File: config.mk
export PLATFORM = sky130hd
export DESIGN_NAME = m68k_cycle_ctrl
export DESIGN_NICKNAME = d
export VERILOG_FILES = /design/src/rtl/m68k_pkg.sv /design/src/rtl/m68k_sync2.sv /design/src/rtl/m68k_cycle_ctrl.sv
export SDC_FILE = /design/constraint.sdc
export NUM_CORES = 1
export LEC_CHECK = 0
export ABC_CLOCK_PERIOD_IN_PS = 2400
export CORE_ASPECT_RATIO = 1.1
export CORE_MARGIN = 2
export CORE_UTILIZATION = 53
export DETAILED_ROUTE_END_ITERATION = 8
export GPL_TIMING_DRIVEN = 1
export PLACE_DENSITY = 0.77
export SYNTH_ARGS = -nofsm -noshare
export SYNTH_HDL_FRONTEND = slang
export SYNTH_SLANG_ARGS = --single-unit
File: constraint.sdc
create_clock -name clk50 -period 2.4 [get_ports clk50]
set_input_delay 0.36 -clock clk50 [delete_from_list [all_inputs] [get_ports clk50]]
set_output_delay 0.36 -clock clk50 [all_outputs]
set_load 0.03 [all_outputs]
File: src/rtl/m68k_pkg.sv
// Shared constants for the m68k bus-cycle sequencer: device classes and FSM state encoding.
package m68k_pkg;

  localparam logic [1:0] DEV_NONE   = 2'd0;
  localparam logic [1:0] DEV_EEPROM = 2'd1;
  localparam logic [1:0] DEV_RAM    = 2'd2;
  localparam logic [1:0] DEV_OTHER  = 2'd3;

  localparam int ST_W = 3;

  typedef enum logic [ST_W-1:0] {
    ST_IDLE = 3'd0,
    ST_WAIT = 3'd1,
    ST_ACK  = 3'd2,
    ST_BERR = 3'd3,
    ST_DONE = 3'd4
  } state_t;

  // A cycle is requested when AS is low and at least one data strobe is low.
  function automatic logic start_req(input logic as_s, input logic uds_s, input logic lds_s);
    return !as_s && (!uds_s || !lds_s);
  endfunction

endpackage

File: src/rtl/m68k_sync2.sv
// Two-flop synchroniser; RST_VAL sets the level held during reset (the inactive level).
module m68k_sync2 #(
  parameter logic RST_VAL = 1'b1
) (
  input  logic clk,
  input  logic rst,
  input  logic d,
  output logic q
);

  logic r_meta;
  logic r_q;

  always_ff @(posedge clk or posedge rst) begin
    if (rst) begin
      r_meta <= RST_VAL;
      r_q    <= RST_VAL;
    end else begin
      r_meta <= d;
      r_q    <= r_meta;
    end
  end

  assign q = r_q;

endmodule

File: src/rtl/m68k_cycle_ctrl.sv
// 68000 bus-cycle sequencer: wait-state insertion, DTACK/BERR/OE generation.
// Optional macro BERR_WATCHDOG_EN enables the DEV_OTHER timeout to BERR.
module m68k_cycle_ctrl
  import m68k_pkg::*;
#(
  parameter int EEPROM_WS = 3,
  parameter int RAM_WS    = 1,
  parameter int TIMEOUT   = 255,
  parameter int CNT_W     = 8
) (
  input  logic            clk50,
  input  logic            reset,
  input  logic            as_n,
  input  logic            uds_n,
  input  logic            lds_n,
  input  logic            rw,
  input  logic [1:0]      dev_sel,
  input  logic            dtack_trig,
  output logic            dtack_n,
  output logic            berr_n,
  output logic            oe_n,
  output logic            busy,
  output logic [ST_W-1:0] dbg_state
);

  localparam logic [CNT_W-1:0] CNT_ONE = CNT_W'(1);

  logic w_as_s, w_uds_s, w_lds_s, w_rw_s, w_trig_s;

  m68k_sync2 #(.RST_VAL(1'b1)) u_sync_as   (.clk(clk50), .rst(reset), .d(as_n),       .q(w_as_s));
  m68k_sync2 #(.RST_VAL(1'b1)) u_sync_uds  (.clk(clk50), .rst(reset), .d(uds_n),      .q(w_uds_s));
  m68k_sync2 #(.RST_VAL(1'b1)) u_sync_lds  (.clk(clk50), .rst(reset), .d(lds_n),      .q(w_lds_s));
  m68k_sync2 #(.RST_VAL(1'b1)) u_sync_rw   (.clk(clk50), .rst(reset), .d(rw),         .q(w_rw_s));
  m68k_sync2 #(.RST_VAL(1'b0)) u_sync_trig (.clk(clk50), .rst(reset), .d(dtack_trig), .q(w_trig_s));

  state_t           r_state, w_state_nx;
  logic [CNT_W-1:0] r_cnt, w_cnt_nx;
  logic [1:0]       r_dev, w_dev_nx;
  logic             r_rw, w_rw_nx;
  logic             r_dtack_n, r_berr_n, r_oe_n;
  logic             w_active;

  // Handshake: the CPU holds as_n low to request a cycle; dtack_n (or berr_n) low is the
  // response and stays low until as_n is seen high, after which one DONE clock separates
  // this cycle from the next request.
  always_comb begin
    w_state_nx = r_state;
    w_cnt_nx   = r_cnt;
    w_dev_nx   = r_dev;
    w_rw_nx    = r_rw;
    case (r_state)
      ST_IDLE: begin
        if (start_req(w_as_s, w_uds_s, w_lds_s)) begin
          w_dev_nx   = dev_sel;
          w_rw_nx    = w_rw_s;
          w_state_nx = ST_WAIT;
          case (dev_sel)
            DEV_EEPROM: w_cnt_nx = CNT_W'(EEPROM_WS);
            DEV_RAM:    w_cnt_nx = CNT_W'(RAM_WS);
            DEV_OTHER:  w_cnt_nx = CNT_W'(TIMEOUT);
            default: begin
              w_cnt_nx   = '0;
              w_state_nx = ST_BERR;
            end
          endcase
        end
      end
      ST_WAIT: begin
        if (w_as_s) begin
          w_state_nx = ST_DONE;
        end else if (r_dev == DEV_OTHER) begin
          // Peripheral ready takes priority over the watchdog expiring on the same clock.
          if (w_trig_s) begin
            w_state_nx = ST_ACK;
          end else if (r_cnt != '0) begin
            w_cnt_nx = r_cnt - CNT_ONE;
          end
`ifdef BERR_WATCHDOG_EN
          else begin
            w_state_nx = ST_BERR;
          end
`endif
        end else if (r_cnt == '0) begin
          w_state_nx = ST_ACK;
        end else begin
          w_cnt_nx = r_cnt - CNT_ONE;
        end
      end
      ST_ACK, ST_BERR: begin
        if (w_as_s) w_state_nx = ST_DONE;
      end
      ST_DONE: w_state_nx = ST_IDLE;
      default: w_state_nx = ST_IDLE;
    endcase
  end

  // Nothing asserts on the start edge itself; outputs follow the next state from cycle 1 on.
  assign w_active = (r_state != ST_IDLE);

  always_ff @(posedge clk50 or posedge reset) begin
    if (reset) begin
      r_state   <= ST_IDLE;
      r_cnt     <= '0;
      r_dev     <= DEV_NONE;
      r_rw      <= 1'b1;
      r_dtack_n <= 1'b1;
      r_berr_n  <= 1'b1;
      r_oe_n    <= 1'b1;
    end else begin
      r_state   <= w_state_nx;
      r_cnt     <= w_cnt_nx;
      r_dev     <= w_dev_nx;
      r_rw      <= w_rw_nx;
      r_dtack_n <= !(w_active && (w_state_nx == ST_ACK));
      r_berr_n  <= !(w_active && (w_state_nx == ST_BERR));
      r_oe_n    <= !(w_active && w_rw_nx &&
                     ((w_state_nx == ST_WAIT) || (w_state_nx == ST_ACK)));
    end
  end

  assign dtack_n   = r_dtack_n;
  assign berr_n    = r_berr_n;
  assign oe_n      = r_oe_n;
  assign busy      = w_active;
  assign dbg_state = r_state;

endmodule

==> metrics.txt, run 1 <==
die area 2697 um2; number of I/O pins 16; synthesized area 1217 um2; routed len/inst 13.33 um; via count 852; Sink Count 27; largest register by flop count r_cnt; CTS root buffer clkbuf_4; Setup Fix Bufs, Post-CTS 0; row count 18; drt drc 0; first-pass GRT wire length 3367 um; FILL cells 193; max-slew violation count 0; Hold WC Path Type in2async; syn avg cell area 11.49 um2; initial antenna violation count 0; max_cap viols 0; GR Util All Layers 0.1679; Clk pin slew, worst setup/hold paths 0.14 ns; biggest cell delay along the critical path 0.60 ns; Synth cell types 36; Slew HR 0.6913; Die W 49.70 um; core area 2207 um2; critical path capture point type primary output; Seq/Total Area, Yosys 0.5673; CTS H-Tree Depth 1; layout cells sized above 1 0.1885; #FFs+latches synth 27; endpoints failing setup 0; RSZ-0062 raised after global routing false; vias per cell 5.605; final core occ 0.6361; detailed-route wire length 2026 um; DRT antenna net count 0; Lkg Pwr 0.0005742 uW; TritonCTS clock tree yes; Worst Setup Start Kind flip-flop; CTS max path bufs 2; HPWL after detailed placement 1499 um; Worst Path Required 2.04 ns; post_cts resized 0; # diodes 0; Syn Inst Count 106; largest net degree at the start of global routing 28; worst-margin pin slew 0.4588 ns; clk_lat worst skew 0.31 ns; cell-by-cell trace of the critical path or3_1 -> clkdlybuf4s50_1; peak supply drop 0.6485 mV; total iterations of the first detailed-routing run 4; max FFs per register 8; Num CTS Buffers 3; Die H 54.27 um; vias in the first global route 785; Final #Nets 133; fmax 454.5 MHz; final worst-path cycle share 0.9169; Syn Nets 116; RePlAce Congestion 0.7966; P per Cell Area 1168 nW/um2; Crit Path Max Fanout 10; clock skew 0.001507 ns; GR Overflow Total 0; outcome finished, final reports clean; hold buffer count at cts 0; CP Data Arrival Time 1.84 ns; Final Hold Viols 0; DR iter-0 viols 13; fin crit period 2.200 ns; Ys Warns 0; PortBufs 15; initial core utilization 0.5516; slowest CP cell clkdlybuf4s50_1; Setup Crit Path Kind reg2out; area grow syn2layout 15.31%; final setup TNS 0 ns
[placed cells by master, fill, tap and decap left out, types with 2 or more instances in the layout]
cell / synthesis / final
a21oi_1: 2 / 2
a22o_1: 5 / 5
a31oi_1: 2 / 2
clkbuf_4: 0 / 3
clkdlybuf4s50_1: 0 / 15
dfrtp_1: 15 / 15
dfstp_2: 12 / 12
inv_1: 4 / 4
mux2_1: 3 / 3
nand2_1: 14 / 14
nand2b_1: 2 / 2
nand3_1: 5 / 5
nor2_1: 2 / 2
nor3_1: 3 / 3
nor3b_2: 2 / 2
nor4_1: 2 / 2
o211ai_1: 2 / 2
o21ai_0: 5 / 5
o21ai_1: 6 / 6
[worst paths after layout]
path	start	endpoint	slack (ns)	cells after the start
setup / recovery	dbg_state[1]	busy	0.20	2
hold / removal	reset	r_cnt[0]	0.37	3
setup reg to reg	r_cnt[0]	oe_n	0.53	7
hold reg to reg	u_sync_trig.r_meta	u_sync_trig.q	0.37	0
max in group asynchronous	reset	oe_n	1.74	3
min in group clk50	u_sync_trig.r_meta	u_sync_trig.q	0.37	0
[area by class of cell]
class | count | area, um2 | area share
Multi-Input combinational cell | 71 | 476.7 | 0.3396
Timing Repair Buffer | 16 | 157.7 | 0.1123
Sequential cell | 27 | 690.7 | 0.4920
Clock buffer | 4 | 26.28 | 0.01872
Tap cell | 30 | 37.54 | 0.02674
Inverter | 4 | 15.01 | 0.01070
[kinds of logic after synthesis]
kind of cell	Yosys count	synth area share
xor gates and xnor gates	1	0.007196
muxes	3	0.02775
and+or+nand+nor	38	0.1850
adders and majority gates	1	0.01028
buffers and inverters	8	0.04110
DFF	27	0.5673
AOI/OAI and AO/OA	28	0.1614
[per-layer routing]
metal  global-route usage  share of wire
met1               0.2007           0.45
met2               0.3133           0.52
met3              0.02459          0.024
met4              0.06019         0.0074
met5                    0              0
[synthesized netlist by cell type]
| library cell | number | area share |
|---|---|---|
| o211ai_1 | 2 | 0.012 |
| o21ai_0 | 5 | 0.021 |
| a31oi_1 | 2 | 0.010 |
| or3_1 | 1 | 0.0051 |
| nand3_1 | 5 | 0.021 |
| nand4_1 | 1 | 0.0051 |
| nor3_1 | 3 | 0.012 |
| a21oi_1 | 2 | 0.0082 |
| or3b_4 | 1 | 0.0092 |
| nor4_1 | 2 | 0.010 |
| ha_1 | 1 | 0.010 |
| buf_4 | 1 | 0.0062 |
| buf_6 | 2 | 0.018 |
| nand3_2 | 1 | 0.0082 |
| a21boi_1 | 1 | 0.0062 |
| a211o_1 | 1 | 0.0072 |
| nor4_2 | 1 | 0.010 |
| nand2b_1 | 2 | 0.010 |
| nand2_1 | 14 | 0.043 |
| dfrtp_1 | 15 | 0.31 |
| a22o_1 | 5 | 0.036 |
| o31ai_1 | 1 | 0.0062 |
| a211oi_1 | 1 | 0.0062 |
| inv_1 | 4 | 0.012 |
| mux2_1 | 3 | 0.028 |
| dfstp_2 | 12 | 0.26 |
| nor2_1 | 2 | 0.0062 |
| xnor2_1 | 1 | 0.0072 |
| nor3b_2 | 2 | 0.021 |
| o21ai_1 | 6 | 0.025 |
| nor3b_1 | 1 | 0.0062 |
| o221a_4 | 1 | 0.016 |
| nor4b_2 | 1 | 0.012 |
| buf_2 | 1 | 0.0041 |
| nor2b_1 | 1 | 0.0051 |
| a41oi_1 | 1 | 0.0072 |
[where the power goes]
| part | internal [uW] | leakage (uW) | switching [uW] | total, uW |
|---|---|---|---|---|
| sequential | 602 | 0.000314 | 151 | 753 |
| combinational | 315 | 0.000246 | 381 | 696 |
| clock | 64.9 | 0.0000150 | 126 | 191 |
| total | 982 | 0.000574 | 658 | 1640 |
[critical path: cells and delay by family (launching register included)]
kind,cells,cell delay (ns)
buffers and inverters,1,0.60
flip-flops,1,0.50
AND/OR/NAND/NOR,1,0.42
[metrics by stage]
stage	power (uW)	worst slack [ns]	hold WS (ns)	area, um2	std cells
after global placement	1434	0.5773	0.3341	1378	148
after detailed placement	1457	0.5565	0.3381	1378	148
after floorplan	1285	0.6137	0.3312	1217	106
after CTS	1643	0.1925	0.3682	1404	152
final	1640	0.1996	0.3665	1404	152
after global routing	1764	0.1055	0.3701	1404	152
No activity file was read; power rests on OpenSTA's default activity.
==> run 2, diff against run 1 <==
--- a/config.mk
+++ b/config.mk
@@ -6,7 +6,6 @@
 export NUM_CORES = 1
 export LEC_CHECK = 0
 export ABC_CLOCK_PERIOD_IN_PS = 2400
-export CORE_ASPECT_RATIO = 1.1
 export CORE_MARGIN = 2
 export CORE_UTILIZATION = 53
 export DETAILED_ROUTE_END_ITERATION = 8
==> run 2 against run 1 <==
Worst hold slack got worse by 0.014 ns. Cell area did not move. Setup slack worse by 0.027 ns. Global-route usage rose by 2.2 points. Utilization up 0.47 points. First-iteration DRC count rose by 46%. Sequential share of layout area stayed put. Critical path depth did not move. Combinational power up 3.0%. Largest power group unchanged. Total power up 2.1%. Wire length is 12% higher. Die area hardly changed. Critical endpoint unchanged.
==> metrics.txt, run 2 (same netlist as run 1, synthesis figures left out) <==
# diodes 0; Worst Setup Start Kind flip-flop; most frequent cells in the layout dfrtp_1, clkdlybuf4s50_1, nand2_1, dfstp_2, o21ai_1; final setup TNS 0 ns; vias per cell 5.833; drt drc 0; Crit Path Max Fanout 10; pre-CTS setup slack 0.5540 ns; initial core utilization 0.5557; largest register by flop count r_cnt; Die H 51.93 um; worst-margin pin slew 0.5040 ns; FILL cells 174; outcome finished, final reports clean; GR Util All Layers 0.1894; Pwr Total 1674 uW; critical path capture point type primary output; Final Worst Setup Slack 0.1729 ns; Clk pin slew, worst setup/hold paths 0.15 ns; core area 2191 um2; first-pass GRT wire length 3677 um; fin crit period 2.227 ns; Setup Crit Path Kind reg2out; TritonCTS clock tree yes; total iterations of the first detailed-routing run 4; clk_lat worst skew 0.34 ns; via count 875; DR iter-0 viols 19; P per Cell Area 1192 nW/um2; largest net degree at the start of global routing 28; routed len/inst 15.18 um; detailed-route wire length 2277 um; layout cells sized above 1 0.1967; Die W 51.93 um; CTS max path bufs 2; CTS root buffer clkbuf_4; CTS H-Tree Depth 1; RSZ-0062 raised after global routing false; number of I/O pins 16; die area 2696 um2; vias in the first global route 894; GR Overflow Total 0; Final Hold Viols 0; worst reg-to-reg path cell count 7; Worst Path Required 2.04 ns; clock skew 0.009600 ns; fmax 449.0 MHz; Hold WC Path Type in2async; peak supply drop 0.6378 mV; endpoints failing setup 0; Setup Fix Bufs, Post-CTS 0; post_cts resized 0; r2r setup slk 0.52 ns; row count 17; final worst-path cycle share 0.9280; max_cap viols 0; area grow syn2layout 15.31%; Hold WS 0.3524 ns; Final #Nets 133; Lkg Pwr 0.0005775 uW; final core occ 0.6408; PortBufs 15; max-slew violation count 0; hold buffer count at cts 0; Num CTS Buffers 3; RePlAce Congestion 0.7517; Slew HR 0.6609; max FFs per register 8; DRT antenna net count 0; initial antenna violation count 0; CP Data Arrival Time 1.87 ns; Sink Count 27
[run 2: cell types whose count changed in the layout (fill, tap and decap cells not counted)]
cell | previous run | this run
clkbuf_1 | 1 | 0
inv_4 | 0 | 1
[run 2: per-layer routing]
metal | track usage | up-vias | part of all wire
met3 | 0.03448 | 7 | 0.028
met4 | 0.09649 | 0 | 0.023
met5 | 0 | - | 0
li1 | - | 418 | -
met2 | 0.3376 | 14 | 0.53
met1 | 0.2136 | 436 | 0.42
[run 2: through the flow]
step	cells	area (um2)
finish	150	1404
global route	150	1404
CTS	150	1404
detailed placement	146	1375
global placement	146	1375
floorplan	106	1217
[run 2: final cells by class]
type | count | area (um2) | share of cell area
clock inverters | 1 | 6.256 | 0.004456
repair buffers | 16 | 157.7 | 0.1123
clock buffers | 3 | 22.52 | 0.01604
flip-flops and latches | 27 | 690.7 | 0.4920
inverters | 4 | 15.01 | 0.01070
multi-input cells | 71 | 476.7 | 0.3396
well taps | 28 | 35.03 | 0.02496
[run 2: final timing paths]
kind	startpoint	to
setup / recovery	dbg_state[1]	busy
max in group asynchronous	reset	u_sync_uds.r_meta
min in group clk50	u_sync_uds.r_meta	u_sync_uds.q
hold reg to reg	u_sync_uds.r_meta	u_sync_uds.q
setup reg to reg	r_cnt[0]	oe_n
hold / removal	reset	r_cnt[7]
[run 2: worst max-delay path: stages, from the launching register on]
cell	delay [ns]
dfrtp_1	0.51
or3_1	0.42
clkdlybuf4s50_1	0.60
[run 2: power by group]
part / switching, uW / internal, uW / leakage, uW / total, uW
clock: 138 / 65.2 / 0.0000183 / 203
combinational: 400 / 316 / 0.000246 / 717
sequential: 152 / 602 / 0.000314 / 754
==> edit 1: new RTL, settings of run 1 <==
`RST_VAL`: 1'b0 -> 1'b1.
--- a/src/rtl/m68k_cycle_ctrl.sv
+++ b/src/rtl/m68k_cycle_ctrl.sv
@@ -31,7 +31,7 @@
   m68k_sync2 #(.RST_VAL(1'b1)) u_sync_uds  (.clk(clk50), .rst(reset), .d(uds_n),      .q(w_uds_s));
   m68k_sync2 #(.RST_VAL(1'b1)) u_sync_lds  (.clk(clk50), .rst(reset), .d(lds_n),      .q(w_lds_s));
   m68k_sync2 #(.RST_VAL(1'b1)) u_sync_rw   (.clk(clk50), .rst(reset), .d(rw),         .q(w_rw_s));
-  m68k_sync2 #(.RST_VAL(1'b0)) u_sync_trig (.clk(clk50), .rst(reset), .d(dtack_trig), .q(w_trig_s));
+  m68k_sync2 #(.RST_VAL(1'b1)) u_sync_trig (.clk(clk50), .rst(reset), .d(dtack_trig), .q(w_trig_s));
 
   state_t           r_state, w_state_nx;
   logic [CNT_W-1:0] r_cnt, w_cnt_nx;
Formal check against the unedited RTL: no difference found for any inputs over 10 cycles, from zero or initial values and one cycle with reset high; that may be too few to reach the edited logic, so the function may still have changed.
==> edit 1 against run 1 <==
  * Setup slack lost 13 ps
  * Routed wire length grew 6.8%
  * Sequential cell count unchanged
  * Synthesized area is 0.21% higher
  * Power rose by 1.0%
  * First-iteration DRC count is 7.7% higher
  * Critical path depth unchanged
  * Combinational power is 1% higher
  * Final area grew 0.45%
  * Clock power increased by 4%
  * Largest cell class unchanged
==> edit 1: results (changes against run 1) <==
metric	value	unit	change
status	finished clean		
global-route wire length before repair	3800	um	+13%
vias in the first global route	893		+14%
Adder-Cell Fraction of Synth Area	1.03	%	-0.0021 points
Peak VDD IR	0.677	mV	+4.3%
placer congestion estimate	0.762		-4.4%
Pleak	0.571	nW	-0.58%
Post-DP HPWL	1610	um	+7.3%
Clk Latency, worst-skew pair	330	ps	+20 ps
DR WL/cell	14.2	um	+6.8%
top cells by area, synth	dfstp_2 (30%), dfrtp_1 (27%), nand2_1 (4.3%)		
DR vias/cell	5.70		+1.6%
post-synthesis sequential area ratio	56.8	%	+0.089 points
max reg flops	8		unchanged
total wire length	2160	um	+6.8%
Worst slew margin	71.1	%	+1.9 points
Post-synth top cells	dfstp_2 (14), nand2_1 (14), dfrtp_1 (13)		
Synth Area in Compound Gates	16.1	%	-0.033 points
share of cells above drive strength 1	21.3	%	+2.5 points
Place WS	538	ps	-18.8 ps
Layout fillers	201		+4.1%
mux cell area share after synthesis	2.77	%	-0.0057 points
XOR/XNOR Fraction of Synth Area	0.718	%	-0.0015 points
post-route cell area	0.00141	mm2	+0.45%
reg2reg end	oe_n$_DFF_PP1_		
largest net degree at the start of global routing	28		unchanged
==> edit 1: changes by cell type in the layout (fill, tap and decap cells not counted) <==
cell | before | now
dfrtp_1 | 15 | 13
dfstp_2 | 12 | 14
clkbuf_1 | 1 | 0
clkinvlp_4 | 0 | 1
==> edit 1: power breakdown <==
part | switching, mW | internal [mW]
Sequential | 0.150 | 0.604
Clock | 0.134 | 0.0638
Combinational | 0.390 | 0.315
==> edit 1: how the worst max path moves through the flow <==
stage                                       from              endpoint
after floorplan           dbg_state[0]$_DFF_PP0_  r_cnt[4]$_DFFE_PP0P_
after global placement    dbg_state[1]$_DFF_PP0_                  busy
after detailed placement    r_cnt[0]$_DFFE_PP0P_        oe_n$_DFF_PP1_
after CTS                 dbg_state[1]$_DFF_PP0_                  busy
after global routing      dbg_state[1]$_DFF_PP0_                  busy
final                     dbg_state[1]$_DFF_PP0_                  busy
==> edit 1: layout make-up <==
cell class	instances	area share, %
tap	30	2.66
inverter	4	1.06
clock buffer	3	1.60
clock inverter	1	0.532
sequential	27	49.2
timing repair buffer	16	11.2
multi-input combinational	71	33.8
==> edit 1: cell families (layout without fill, tap and decap cells) <==
kind of cell | count (synthesis) | in the layout
flip-flops | 27 | 27
buffers and inverters | 8 | 24
XOR/XNOR | 1 | 1
AO/OA/AOI/OAI | 28 | 28
adder cells (fa/ha/maj) | 1 | 1
AND/OR/NAND/NOR | 38 | 38
multiplexers | 3 | 3
==> edit 1: per-layer routing <==
layer | GRT usage, % | up-vias | routed length [um] | share of wire [%]
met5 | 0 | - | 0 | 0
met4 | 11.6 | 0 | 44 | 2.0
met3 | 3.28 | 6 | 48 | 2.2
met2 | 35.6 | 13 | 1170 | 54
met1 | 21.1 | 429 | 904 | 42
li1 | - | 418 | - | -
==> edit 1: tightest hold or removal path, cell delays in order <==
cell             delay, ps
clkdlybuf4s50_1        390
inv_1                   50
buf_4                  300
==> edit 2: new RTL, settings of run 1 <==
Without the edit above. Make the reset (`reset` and `rst`) synchronous in 2 clocked blocks.
--- a/src/rtl/m68k_sync2.sv
+++ b/src/rtl/m68k_sync2.sv
@@ -11,7 +11,7 @@
   logic r_meta;
   logic r_q;
 
-  always_ff @(posedge clk or posedge rst) begin
+  always_ff @(posedge clk) begin
     if (rst) begin
       r_meta <= RST_VAL;
       r_q    <= RST_VAL;
--- a/src/rtl/m68k_cycle_ctrl.sv
+++ b/src/rtl/m68k_cycle_ctrl.sv
@@ -97,7 +97,7 @@
   // Nothing asserts on the start edge itself; outputs follow the next state from cycle 1 on.
   assign w_active = (r_state != ST_IDLE);
 
-  always_ff @(posedge clk50 or posedge reset) begin
+  always_ff @(posedge clk50) begin
     if (reset) begin
       r_state   <= ST_IDLE;
       r_cnt     <= '0;
Behaviour: differs if reset is asserted again (counterexample within 4 cycles, from zero or initial values and one cycle with reset high); with reset held inactive, the same outputs for 10 cycles.
==> edit 2 against run 1 <==
  * Synthesized area grew 1.2%
  * Routed wire length grew 21%
  * Largest cell class is now multi-input combinational cells
  * Critical path type unchanged
  * Sequential share of layout area shrank 11 points
  * Setup slack gained 18 ps
  * Final area grew 0.89%
  * Sequential cell count is the same
  * Via count grew 24%
  * Maximum frequency grew 0.81%
Power is not compared: it rests on default switching activity, and its combinational part moved more than twofold at a synthesized area within 25%.
==> edit 2: results (changes against run 1) <==
metric	value	unit	change
Least-Margin Pin Slew	519	ps	+60.5 ps
DR WL/cell	13.2	um	-0.97%
Signal buf overhead	11.7	%	+0.43 points
Setup Skew	7.28	ps	+5.77 ps
placer congestion estimate	0.913		+15%
post-synthesis sequential area ratio	43.9	%	-13 points
status	finished clean		
sequential share of cell area	38.2	%	-11 points
reg2reg setup slack	290	ps	-240 ps
Multi-In Gates	105		+48%
crit path max fanout	14		+4
gr usage total	20.3	%	+3.6 points
Inverters	2		-2
placed inst area	0.00139	mm2	+0.82%
met3 WL	88	um	+80%
reg2reg end	r_cnt[0]$_SDFFE_PP0P_		
Post-synth top cells	dfxtp_1 (27), o21ai_0 (16), nor2_1 (12)		
met1 wire length	1100	um	+21%
mux cell area share after synthesis	2.44	%	-0.34 points
Synth async-reset ratio	0	%	-100 points
XOR/XNOR Fraction of Synth Area	0	%	-0.72 points
initial DRC count	20		+7
Mean Syn Cell Area	8.80	um2	-23%
share of cells above drive strength 1	12.3	%	-6.6 points
M2 GR Usage	35.8	%	+4.4 points
edit 2: cell count changes after synthesis, moves of 3 or more:
cell,before,now
or2_2,0,8
nand2_1,14,10
nor2_1,2,12
dfxtp_1,0,27
and3_1,0,5
o21ai_0,5,16
dfrtp_1,15,0
mux2i_1,0,3
a21oi_1,2,11
o21ai_1,6,0
a22o_1,5,0
dfstp_2,12,0
mux2_1,3,0
edit 2: power breakdown:
part           switching (mW)  leakage (nW)  internal, mW  total [mW]
clock network           0.128        0.0177        0.0624       0.190
logic                  0.0309         0.301        0.0318      0.0626
registers             0.00682         0.220         0.458       0.465
total                   0.165         0.539         0.553       0.718
edit 2: cell families after synthesis:
group | after synthesis
simple gates | 62
compound gates | 39
flops | 27
buf+inv | 8
mux | 3
fa+ha+maj | 1
edit 2: critical path, cell delays in order (launching register included):
cell and delay (ps):
dfxtp_1 470, or3_1 420, clkdlybuf4s50_1 610
